File: config.mk
export PLATFORM = sky130hd
export DESIGN_NAME = keygen_mont_mul_pipe
export DESIGN_NICKNAME = d
export VERILOG_FILES = /design/src/rtl/keygen_mont_mul_pipe.sv
export SDC_FILE = /design/constraint.sdc
export NUM_CORES = 1
export LEC_CHECK = 0
export BUFFER_PORTS_ARGS = -buffer_cell sky130_fd_sc_hd__buf_2
export CORE_ASPECT_RATIO = 1.2
export CORE_MARGIN = 3
export CORE_UTILIZATION = 53
export CTS_CLUSTER_SIZE = 24
export DETAILED_ROUTE_END_ITERATION = 10
export PLACE_DENSITY = 0.7
export SLEW_MARGIN = 25
export SYNTH_ARGS = -nofsm -noshare
export SYNTH_HDL_FRONTEND = slang
export SYNTH_SLANG_ARGS = --single-unit
File: constraint.sdc
create_clock -name ap_clk -period 11.55 [get_ports ap_clk]
set_clock_uncertainty 0.05 [all_clocks]
set_input_delay 0.5775 -clock ap_clk [delete_from_list [all_inputs] [get_ports ap_clk]]
set_output_delay 0.5775 -clock ap_clk [all_outputs]
set_load 0.02 [all_outputs]
File: src/rtl/keygen_mont_mul_pipe.sv
// rtl/keygen_mont_mul_pipe.sv - six-stage Montgomery multiplier r = a*b*2^-16 mod 12289 with tag sideband
module keygen_mont_mul_pipe #(
    parameter int TAG_W = 10
) (
    input  logic             ap_clk,
    input  logic             ap_rst_n,
    input  logic             in_valid,
    output logic             in_ready,
    input  logic [13:0]      in_a,
    input  logic [13:0]      in_b,
    input  logic [TAG_W-1:0] in_tag,
    output logic             out_valid,
    input  logic             out_ready,
    output logic [13:0]      out_r,
    output logic [TAG_W-1:0] out_tag
);

    localparam logic [14:0] Q   = 15'd12289;
    localparam logic [15:0] Q0I = 16'd12287;

    // Single global enable: the whole pipe freezes while the output is held.
    logic ce;
    assign ce       = !out_valid || out_ready;
    assign in_ready = ce;

    // S1: operand capture
    logic             v1;
    logic [13:0]      a1, b1;
    logic [TAG_W-1:0] tag1;

    // S2: full product
    logic             v2;
    logic [27:0]      z2;
    logic [TAG_W-1:0] tag2;

    // S3: Montgomery quotient
    logic             v3;
    logic [15:0]      m3;
    logic [27:0]      z3;
    logic [TAG_W-1:0] tag3;

    // S4: quotient times modulus
    logic             v4;
    logic [29:0]      w4;
    logic [27:0]      z4;
    logic [TAG_W-1:0] tag4;

    // S5: reduced value in [0, 2Q)
    logic             v5;
    logic [14:0]      t5;
    logic [TAG_W-1:0] tag5;

    logic [27:0] z_next;
    logic [15:0] m_next;
    logic [29:0] w_next;
    logic        lo_carry;
    logic [14:0] t_next;

    assign z_next = 28'(a1) * 28'(b1);
    assign m_next = z2[15:0] * Q0I;
    assign w_next = 30'(m3) * 30'(Q);

    // z + w is a multiple of 2^16, so the low halves are either both zero or
    // sum to exactly 2^16; a nonzero low half therefore means a carry of one.
    assign lo_carry = |(z4[15:0] | w4[15:0]);
    assign t_next   = 15'(z4[27:16]) + 15'(w4[29:16]) + 15'(lo_carry);

    always_ff @(posedge ap_clk or negedge ap_rst_n) begin
        if (!ap_rst_n) begin
            v1        <= 1'b0;
            a1        <= '0;
            b1        <= '0;
            tag1      <= '0;
            v2        <= 1'b0;
            z2        <= '0;
            tag2      <= '0;
            v3        <= 1'b0;
            m3        <= '0;
            z3        <= '0;
            tag3      <= '0;
            v4        <= 1'b0;
            w4        <= '0;
            z4        <= '0;
            tag4      <= '0;
            v5        <= 1'b0;
            t5        <= '0;
            tag5      <= '0;
            out_valid <= 1'b0;
            out_r     <= '0;
            out_tag   <= '0;
        end else if (ce) begin
            v1        <= in_valid;
            a1        <= in_a;
            b1        <= in_b;
            tag1      <= in_tag;

            v2        <= v1;
            z2        <= z_next;
            tag2      <= tag1;

            v3        <= v2;
            m3        <= m_next;
            z3        <= z2;
            tag3      <= tag2;

            v4        <= v3;
            w4        <= w_next;
            z4        <= z3;
            tag4      <= tag3;

            v5        <= v4;
            t5        <= t_next;
            tag5      <= tag4;

            out_valid <= v5;
            out_r     <= (t5 >= Q) ? 14'(t5 - Q) : t5[13:0];
            out_tag   <= tag5;
        end
    end

endmodule

==> run metrics, run 1 <==
run status completed; fin area 0.0225 mm2; Pre-Repair DR Iteration Count 5; TritonCTS clock tree built; Hold Crit Class in2async; Die Area 0.0414 mm2; synth unique cells 67; Remaining DRCs 0; RR Startpoint a1[5]$_DFFE_PN0P_; HPWL Detailed 31.2 mm; worst-margin pin slew 0.909 ns; clock tree buffer depth 3; Final Max Tran Viols 0; CTS resizes 0; Post-synth EDFFs 0; DP Area 0.0214 mm2; commonest non-fill, non-tap cell in the layout nand2_1; Avg Cell Area, Syn 9.26 um2; cells taking the most area after synthesis dfrtp_1, fa_1, ha_1; syn_nets 2721; H-tree Lvls 1; Die Ht 222 um; first-pass GRT wire length 72.4 mm; Max Clk Rate 152 MHz; sequential area share after synthesis 30.4%; WS Path Type reg2reg; vias in the first global route 15200; Filler Cell Count 3341; global route total overflow 0; Iteration-0 DRC Markers 695; final WL 41.4 mm; routed len/inst 14.8 um; Final Hold Fails 0; crit path DAT 6.92 ns; Die X 186 um; Starting Density 54.2%; Setup crit start kind flip-flop; most frequent cells in the layout nand2_1, dfrtp_1, ha_1, inv_1, fa_1; Nets 2741; layout cells sized above 1 6.51%; setup violators final 0; ANT cells 0; area share of the largest cell type after synthesis 30.4%; minimum clock period 6.57 ns; root buffer cell clkbuf_16; initial antenna violation count 0; CP max FO 15; Mapped Cells 2232; Routability Congestion 0.875; number of synthesized register bits 251; crit end category flip-flop; I/O Pins 68; Top FF cell, synth dfrtp_1; Clock Latency Late Sink 0.56 ns; worst setup path start a1[5]$_DFFE_PN0P_; Sink Count 251; Required @ worst endpoint 11.90 ns; Avg Vias per Cell 5.17; Hold Buf Count CTS 0; setup TNS 0 ns; Post-CTS Setup Bufs 0; most area-hungry cell type in the Yosys netlist dfrtp_1; asr flop ratio synth 100%; RSZ-0062 raised after global routing no; synthesized area 0.0207 mm2; slew margin rel. 39.4%; core area 0.0382 mm2; Max-cap violations 0; Overall Global Routing Usage 20.7%; Ys Warns 0; CTS Buf Count 29; Antenna Violating Nets Remaining 0; area delta synth->final 8.66%; num rows 78; Final Cycle Share 56.9%; routed via count 14500; largest net degree at the start of global routing 197; clock-pin slew on the worst setup and hold paths 0.06 ns; port bufs 67
cells by family (layout without fill, tap and decap cells):
kind of cell             after synthesis  after routing  share of synthesized area, %
AO/OA/AOI/OAI                        214            214                          6.46
XOR/XNOR                              91             91                          3.85
adder cells (fa/ha/maj)              447            447                          34.6
buffers and inverters                321            363                          5.86
flip-flops                           251            251                          30.4
multiplexers                           1              1                        0.0484
AND/OR/NAND/NOR                      907            907                          18.8
metal layers:
metal | share of wire [%] | vias up | global-route usage (%)
met3 | 3.5 | 81 | 2.60
met5 | 0 | - | 0
met4 | 2.6 | 0 | 5.81
met2 | 50 | 223 | 36.8
li1 | - | 7088 | -
met1 | 44 | 7065 | 26.8
state kept, by name (all words and copies together) (netlist names), 14 cells and up:
register,flops
z2,28
z3,27
b1,14
w4,30
out_r,14
z4,27
a1,14
t5,15
m3,16
final timing paths:
| path | to | slack [ns] | depth (start not counted) |
|---|---|---|---|
| max | z2[26]$_DFFE_PN0P_ | 4.98 | 22 |
| min | out_r[9]$_DFFE_PN0P_ | 0.02 | 1 |
| max reg2reg | z2[26]$_DFFE_PN0P_ | 4.98 | 22 |
| min reg2reg | out_tag[9]$_DFFE_PN0P_ | 0.41 | 2 |
| max in group asynchronous | out_tag[5]$_DFFE_PN0P_ | 9.48 | 3 |
| min in group ap_clk | a1[3]$_DFFE_PN0P_ | 0.17 | 3 |
metrics by stage:
stage                     util [%]  hold slack [ns]  worst slack (ns)  std cells
final                         58.9           0.0203              4.98       2794
after detailed placement      56.2            0.401              5.00       2741
after global placement        56.1            0.393              5.15       2740
after floorplan                  -            0.232              5.45       2232
after CTS                     58.9           0.0603              4.98       2794
after global routing          58.9           0.0809              4.66       2794
layout make-up:
class,count,area (um2),share of cell area [%]
Timing Repair Buffer,73,427,1.90
Clock inverter,16,225,1.00
Tap cell,520,651,2.90
Inverter,237,897,3.99
Multi-Input combinational cell,1660,13200,58.7
Clock buffer,37,796,3.54
Sequential cell,251,6280,28.0
synth_stat cells, types with 7 or more instances:
master,instances
ha_1,239
inv_1,236
and2_1,98
o21a_1,7
nor2_1,69
buf_1,8
nand2_1,656
fa_1,208
o21ai_1,9
xor2_1,36
xnor2_1,55
nand3_1,12
nor2b_1,7
clkbuf_1,73
a21o_1,18
o21bai_1,7
a211oi_1,7
nand2b_1,8
dfrtp_1,251
and3_1,7
nor4_1,12
o21ai_0,55
nor3_1,11
a21oi_1,72
critical path, stage by stage (launching register included):
cell and delay (ns):
dfrtp_1 0.56, and2_1 0.25, fa_1 0.53, inv_1 0.05
fa_1 0.53, inv_1 0.05, fa_1 0.49, inv_1 0.05
fa_1 0.47, inv_1 0.05, fa_1 0.53, inv_1 0.05
fa_1 0.53, inv_1 0.05, ha_1 0.23, nor4_1 0.38
o21ai_2 0.16, a311oi_4 0.42, o21ai_2 0.13, or4_1 0.41
a31oi_1 0.20, xor2_1 0.16, o21ai_1 0.07
Power of run 1 is not shown: default switching activity piles up to over one toggle a cycle in this logic, so the estimate is an artifact.
==> run 2, diff against run 1 <==
--- a/config.mk
+++ b/config.mk
@@ -11,7 +11,7 @@
 export CORE_UTILIZATION = 53
 export CTS_CLUSTER_SIZE = 24
 export DETAILED_ROUTE_END_ITERATION = 10
-export PLACE_DENSITY = 0.7
+export PLACE_DENSITY = 0.72
 export SLEW_MARGIN = 25
 export SYNTH_ARGS = -nofsm -noshare
 export SYNTH_HDL_FRONTEND = slang
==> constraint.sdc (replaced) <==
create_clock -name ap_clk -period 5.45 [get_ports ap_clk]
set_clock_uncertainty 0.05 [all_clocks]
set_input_delay 0.2725 -clock ap_clk [delete_from_list [all_inputs] [get_ports ap_clk]]
set_output_delay 0.2725 -clock ap_clk [all_outputs]
set_load 0.02 [all_outputs]
==> run 2 against run 1 <==
  * Critical path type unchanged
  * First-iteration DRC count rose by 5.2%
  * Routed wire length rose by 5.4%
  * Non-clock buffer count rose by 171
  * Via count rose by 5.3%
  * Sequential share of layout area fell by 2.1 points
  * Critical endpoint unchanged
  * Maximum frequency rose by 10%
  * The run now ends with setup timing left
==> run metrics, run 2 (synthesis gave the netlist of run 1 again) <==
run status finished, violations left; failing checks setup timing; Remaining DRCs 0 (unchanged); pre-CTS setup slack -0.679 ns (-5.68 ns); worst reg-to-reg setup slack -0.50 ns (-5.48 ns); Overall Global Routing Usage 21.8% (+1.1 points); clock-pin slew on the worst setup and hold paths 0.06 ns (about the same); Final Max Tran Viols 0 (unchanged); Starting Density 54.2% (unchanged); slowest CP cell fa_1; layout cells sized above 1 15.0% (+8.5 points); Die X 186 um (unchanged); Final Cycle Share 109% (+52 points); Routability Congestion 0.909 (+3.9%); Max Clk Rate 168 MHz (+10%); RSZ-0062 raised after global routing yes; Hold Crit Class in2reg; crit path DAT 6.31 ns (-0.61 ns); Final Hold Fails 0 (unchanged); Sink Count 251 (unchanged); ANT cells 0 (unchanged); port bufs 67 (unchanged); Core Util, Final 63.8% (+4.9 points); most frequent cells in the layout nand2_1, dfrtp_1, ha_1, inv_1, fa_1; CTS Buf Count 28 (-3.4%); Iteration-0 DRC Markers 731 (+5.2%); hold slack 0.0923 ns (+0.0720 ns); CP peak stage delay 0.54 ns (-0.02 ns); clock tree buffer depth 3 (unchanged); crit-path cells and2_4, fa_1, inv_2, fa_1, inv_2, fa_1, inv_1, fa_1, inv_2, fa_1, inv_2, fa_2, inv_2, ha_4, o21ai_2, nand2b_1, a311oi_4, o21ai_2, or4_1, a31oi_1, xor2_1, o21ai_1; fin cells 2964 (+6.1%); minimum clock period 5.95 ns (-0.620 ns); vias in the first global route 16400 (+8.1%); Required @ worst endpoint 5.81 ns (-6.09 ns); I/O Pins 68 (unchanged); num rows 78 (unchanged); largest net degree at the start of global routing 216 (+9.6%); Setup crit start kind flip-flop; root buffer cell clkbuf_16; crit end category flip-flop; setup violators final 13 (+13); fin worst setup slack -0.503 ns (-5.48 ns); Clock Latency Late Sink 0.57 ns (about the same); final WL 43.6 mm (+5.4%); Top Registers w4 (30), z2 (28); commonest non-fill, non-tap cell in the layout nand2_1; worst-margin pin slew 0.949 ns (+0.0403 ns); global route total overflow 0 (unchanged); H-tree Lvls 1 (unchanged); Max-cap violations 0 (unchanged); cell total after placement 2862 (+4.4%); Nets 2911 (+6.2%); routed via count 15200 (+5.3%); HPWL Detailed 33.0 mm (+5.8%); Avg Vias per Cell 5.14 (-0.72%); initial antenna violation count 0 (unchanged); first-pass GRT wire length 76.9 mm (+6.2%); number of flip-flops in the largest register 30 (unchanged); slew margin rel. 36.7% (-2.7 points); routed len/inst 14.7 um (-0.64%); Die Ht 222 um (unchanged); Filler Cell Count 3099 (-7.2%); area delta synth->final 17.7%; Die Area 0.0414 mm2 (unchanged); WS Path Type reg2reg; core area 0.0382 mm2 (unchanged); Pre-Repair DR Iteration Count 5 (unchanged); Top reg by flops w4; CP max FO 8 (-7); TritonCTS clock tree built; Antenna Violating Nets Remaining 0 (unchanged)
[run 2: per-layer routing]
layer  share of wire, %  vias to the layer above  GRT usage [%]  routed length, um
met5                  0                        -              0                  0
met4                2.8                        0           6.25               1230
met3                3.1                       93           2.51               1370
met2                 51                      243           38.8              22100
met1                 43                     7461           28.3              18900
li1                   -                     7429              -                  -
[run 2: repair_timing]
action                     4_1_cts  5_1_grt
hold buffers                    40        0
resized for setup               47       43
hold endpoints to repair       120        0
pin swaps                       49       31
setup endpoints to repair       18       19
buffers inserted                 6        8
[run 2: final cells by class]
type / instances / area (um2) / area share (%)
inverter: 237 / 897 / 3.69
tap: 520 / 651 / 2.67
multi-input combinational: 1660 / 13600 / 56.1
sequential: 251 / 6290 / 25.8
clock buffer: 35 / 767 / 3.15
clock inverter: 17 / 269 / 1.11
timing repair buffer: 244 / 1820 / 7.48
[run 2: final timing paths]
| path | from | depth (start not counted) | endpoint |
|---|---|---|---|
| setup reg to reg | b1[3]$_DFFE_PN0P_ | 22 | z2[26]$_DFFE_PN0P_ |
| setup / recovery | b1[3]$_DFFE_PN0P_ | 22 | z2[26]$_DFFE_PN0P_ |
| max in group asynchronous | ap_rst_n | 3 | a1[2]$_DFFE_PN0P_ |
| min in group asynchronous | ap_rst_n | 2 | out_r[8]$_DFFE_PN0P_ |
| hold reg to reg | out_tag[5]$_DFFE_PN0P_ | 2 | out_tag[5]$_DFFE_PN0P_ |
| hold / removal | out_ready | 4 | out_r[8]$_DFFE_PN0P_ |
[run 2: stage by stage]
step           setup TNS [ns]  instance area, um2
2_1_floorplan           -1.19               20800
3_3_place_gp            -4.10               22400
3_5_place_dp            -6.00               22400
4_1_cts                 -3.03               24100
5_1_grt                 -6.40               24300
6_report                -3.17               24300
[run 2: worst max-delay path, delay by kind of cell, from the launching register on]
family / cells / cell delay [ns]
adder cells (fa/ha/maj): 7 / 3.37
AO/OA/AOI/OAI: 5 / 0.80
AND/OR/NAND/NOR: 3 / 0.69
flip-flops: 1 / 0.46
buffers and inverters: 6 / 0.26
XOR/XNOR: 1 / 0.17
Power of run 2 is left out for the same reason.
==> run 3, diff against run 2 <==
--- a/config.mk
+++ b/config.mk
@@ -11,8 +11,9 @@
 export CORE_UTILIZATION = 53
 export CTS_CLUSTER_SIZE = 24
 export DETAILED_ROUTE_END_ITERATION = 10
-export PLACE_DENSITY = 0.72
+export PLACE_DENSITY = 0.7
 export SLEW_MARGIN = 25
 export SYNTH_ARGS = -nofsm -noshare
 export SYNTH_HDL_FRONTEND = slang
 export SYNTH_SLANG_ARGS = --single-unit
+export TNS_END_PERCENT = 50
==> constraint.sdc (replaced) <==
create_clock -name ap_clk -period 5.7 [get_ports ap_clk]
set_clock_uncertainty 0.05 [all_clocks]
set_input_delay 0.285 -clock ap_clk [delete_from_list [all_inputs] [get_ports ap_clk]]
set_output_delay 0.285 -clock ap_clk [all_outputs]
set_load 0.02 [all_outputs]
==> run 3 against run 2 <==
  * The flow still finishes with violations (setup timing)
  * Critical path depth down 1
  * Routed wire length down 2.4%
  * Count of clock-buffer cells in the layout up 4
==> run metrics, run 3 (synthesis gave the netlist of run 1 again) <==
Die X 186 um (unchanged); Avg Vias per Cell 5.11 (-0.59%); Max Clk Rate 169 MHz (+0.73%); global route total overflow 0 (unchanged); ANT cells 0 (unchanged); hold path depth 4 (unchanged); Final Hold Fails 0 (unchanged); vias in the first global route 15800 (-3.4%); number of flip-flops in the largest register 30 (unchanged); fin worst setup slack -0.210 ns (+0.293 ns); clock-pin slew on the worst setup and hold paths 0.06 ns (about the same); Required @ worst endpoint 6.14 ns (+0.33 ns); CP max FO 7 (-1); routed via count 15100 (-1.2%); Final Cycle Share 104% (-5.5 points); most frequent cells in the layout nand2_1, dfrtp_1, ha_1, inv_1, fa_1; minimum clock period 5.91 ns (-0.0429 ns); final WL 42.6 mm (-2.4%); initial antenna violation count 0 (unchanged); commonest non-fill, non-tap cell in the layout nand2_1; Clock Latency Late Sink 0.56 ns (about the same); hold slack 0.121 ns (+0.0284 ns); pre-CTS setup slack -0.340 ns (+0.339 ns); largest net degree at the start of global routing 214 (-0.93%); hold path startpoint out_ready; failing checks setup timing; FF-to-FF End z2[25]$_DFFE_PN0P_; setup violators final 5 (-8); CTS Buf Count 29 (+3.6%); Remaining DRCs 0 (unchanged); worst-margin pin slew 1.06 ns (+0.107 ns); RR Startpoint b1[4]$_DFFE_PN0P_; root buffer cell clkbuf_16; Routability Congestion 0.884 (-2.7%); layout cells sized above 1 13.5% (-1.5 points); TritonCTS clock tree built; Setup crit start kind flip-flop; area delta synth->final 16.0%; crit end category flip-flop; WS Path Type reg2reg; Antenna Violating Nets Remaining 0 (unchanged); H-tree Lvls 1 (unchanged); DP Area 0.0223 mm2 (-0.56%); crit path DAT 6.35 ns (+0.04 ns); Hold Crit Class in2reg; Pre-Repair DR Iteration Count 5 (unchanged); Die Ht 222 um (unchanged); Overall Global Routing Usage 21.3% (-0.53 points); Max-cap violations 0 (unchanged); Reg2Reg Depth 21 (-4.5%); fin area 0.0240 mm2 (-1.5%); RSZ-0062 raised after global routing yes; Starting Density 54.2% (unchanged); worst reg-to-reg setup slack -0.21 ns (+0.29 ns); Min-Delay Endpoint out_r[6]$_DFFE_PN0P_; Die Area 0.0414 mm2 (unchanged); Top Registers w4 (30), z2 (28); Final Max Tran Viols 0 (unchanged); Sink Count 251 (unchanged); port bufs 67 (unchanged); routed len/inst 14.4 um (-1.8%); HPWL Detailed 32.2 mm (-2.5%); run status finished, violations left; Nets 2893 (-0.62%); I/O Pins 68 (unchanged); num rows 78 (unchanged); Iteration-0 DRC Markers 793 (+8.5%); slew margin rel. 29.6% (-7.1 points); first-pass GRT wire length 74.5 mm (-3.0%); core area 0.0382 mm2 (unchanged); clock tree buffer depth 3 (unchanged); Top reg by flops w4
## run 3: cell types whose count changed in the layout (fill, tap and decap cells not counted), moves of 4 or more
cell       before  now
bufinv_16       6    2
ha_4           17    9
ha_1          221  229
a21oi_2        13    9
buf_4         129  109
a21oi_1        58   63
## run 3: worst max-delay path, cell delays in order, from the launching register on
cell	delay [ns]
dfrtp_2	0.46
and2_4	0.18
fa_1	0.52
inv_1	0.05
fa_1	0.53
inv_1	0.06
fa_1	0.49
fa_2	0.44
fa_1	0.51
inv_1	0.05
fa_1	0.51
inv_2	0.05
ha_4	0.27
and4_4	0.22
and2_4	0.15
a32oi_4	0.12
o311a_1	0.36
nor2_2	0.16
and2_1	0.15
o21ai_1	0.06
a221o_1	0.33
a21oi_2	0.11
## run 3: area by class of cell
type | count | area, um2
clock buffers | 39 | 813
clock inverters | 15 | 160
fillers | 3197 | 14200
inverters | 237 | 897
multi-input cells | 1660 | 13500
flip-flops and latches | 251 | 6290
well taps | 520 | 651
repair buffers | 225 | 1690
## run 3: worst max-delay path by stage
| stage | from | endpoint | slack [ns] | cells after the start |
|---|---|---|---|---|
| floorplan | b1[3]$_DFFE_PN0P_ | z2[26]$_DFFE_PN0P_ | -0.09 | 23 |
| global placement | b1[4]$_DFFE_PN0P_ | z2[26]$_DFFE_PN0P_ | -0.28 | 22 |
| detailed placement | b1[4]$_DFFE_PN0P_ | z2[27]$_DFFE_PN0P_ | -0.34 | 23 |
| CTS | b1[4]$_DFFE_PN0P_ | z2[25]$_DFFE_PN0P_ | -0.22 | 21 |
| global route | b1[4]$_DFFE_PN0P_ | z2[26]$_DFFE_PN0P_ | -0.48 | 22 |
| finish | b1[4]$_DFFE_PN0P_ | z2[25]$_DFFE_PN0P_ | -0.21 | 21 |
## run 3: metal layers
metal	part of all wire [%]	vias up	wire length, um	global-route usage [%]
li1	-	7389	-	-
met1	43	7354	18300	27.1
met2	51	229	21900	38.4
met3	2.9	78	1230	2.27
met4	2.7	0	1150	6.46
met5	0	-	0	0
## run 3: stage by stage
stage | instances | setup TNS [ns] | util [%]
after floorplan | 2232 | -0.167 | -
final | 2947 | -0.682 | 62.9
after CTS | 2941 | -0.626 | 62.4
after detailed placement | 2846 | -1.94 | 58.5
after global routing | 2947 | -3.11 | 62.9
after global placement | 2846 | -1.36 | 58.5
## run 3: timing repair
| action | CTS | global route |
|---|---|---|
| setup buffers | 1 | 6 |
| gates cloned | 0 | 0 |
| pin swaps | 36 | 25 |
| hold endpoints to repair | 133 | 0 |
| endpoints found under the setup margin | 10 | 15 |
| gates resized for setup | 36 | 37 |
| hold buffers | 40 | 0 |
Power of run 3 is left out for the same reason.
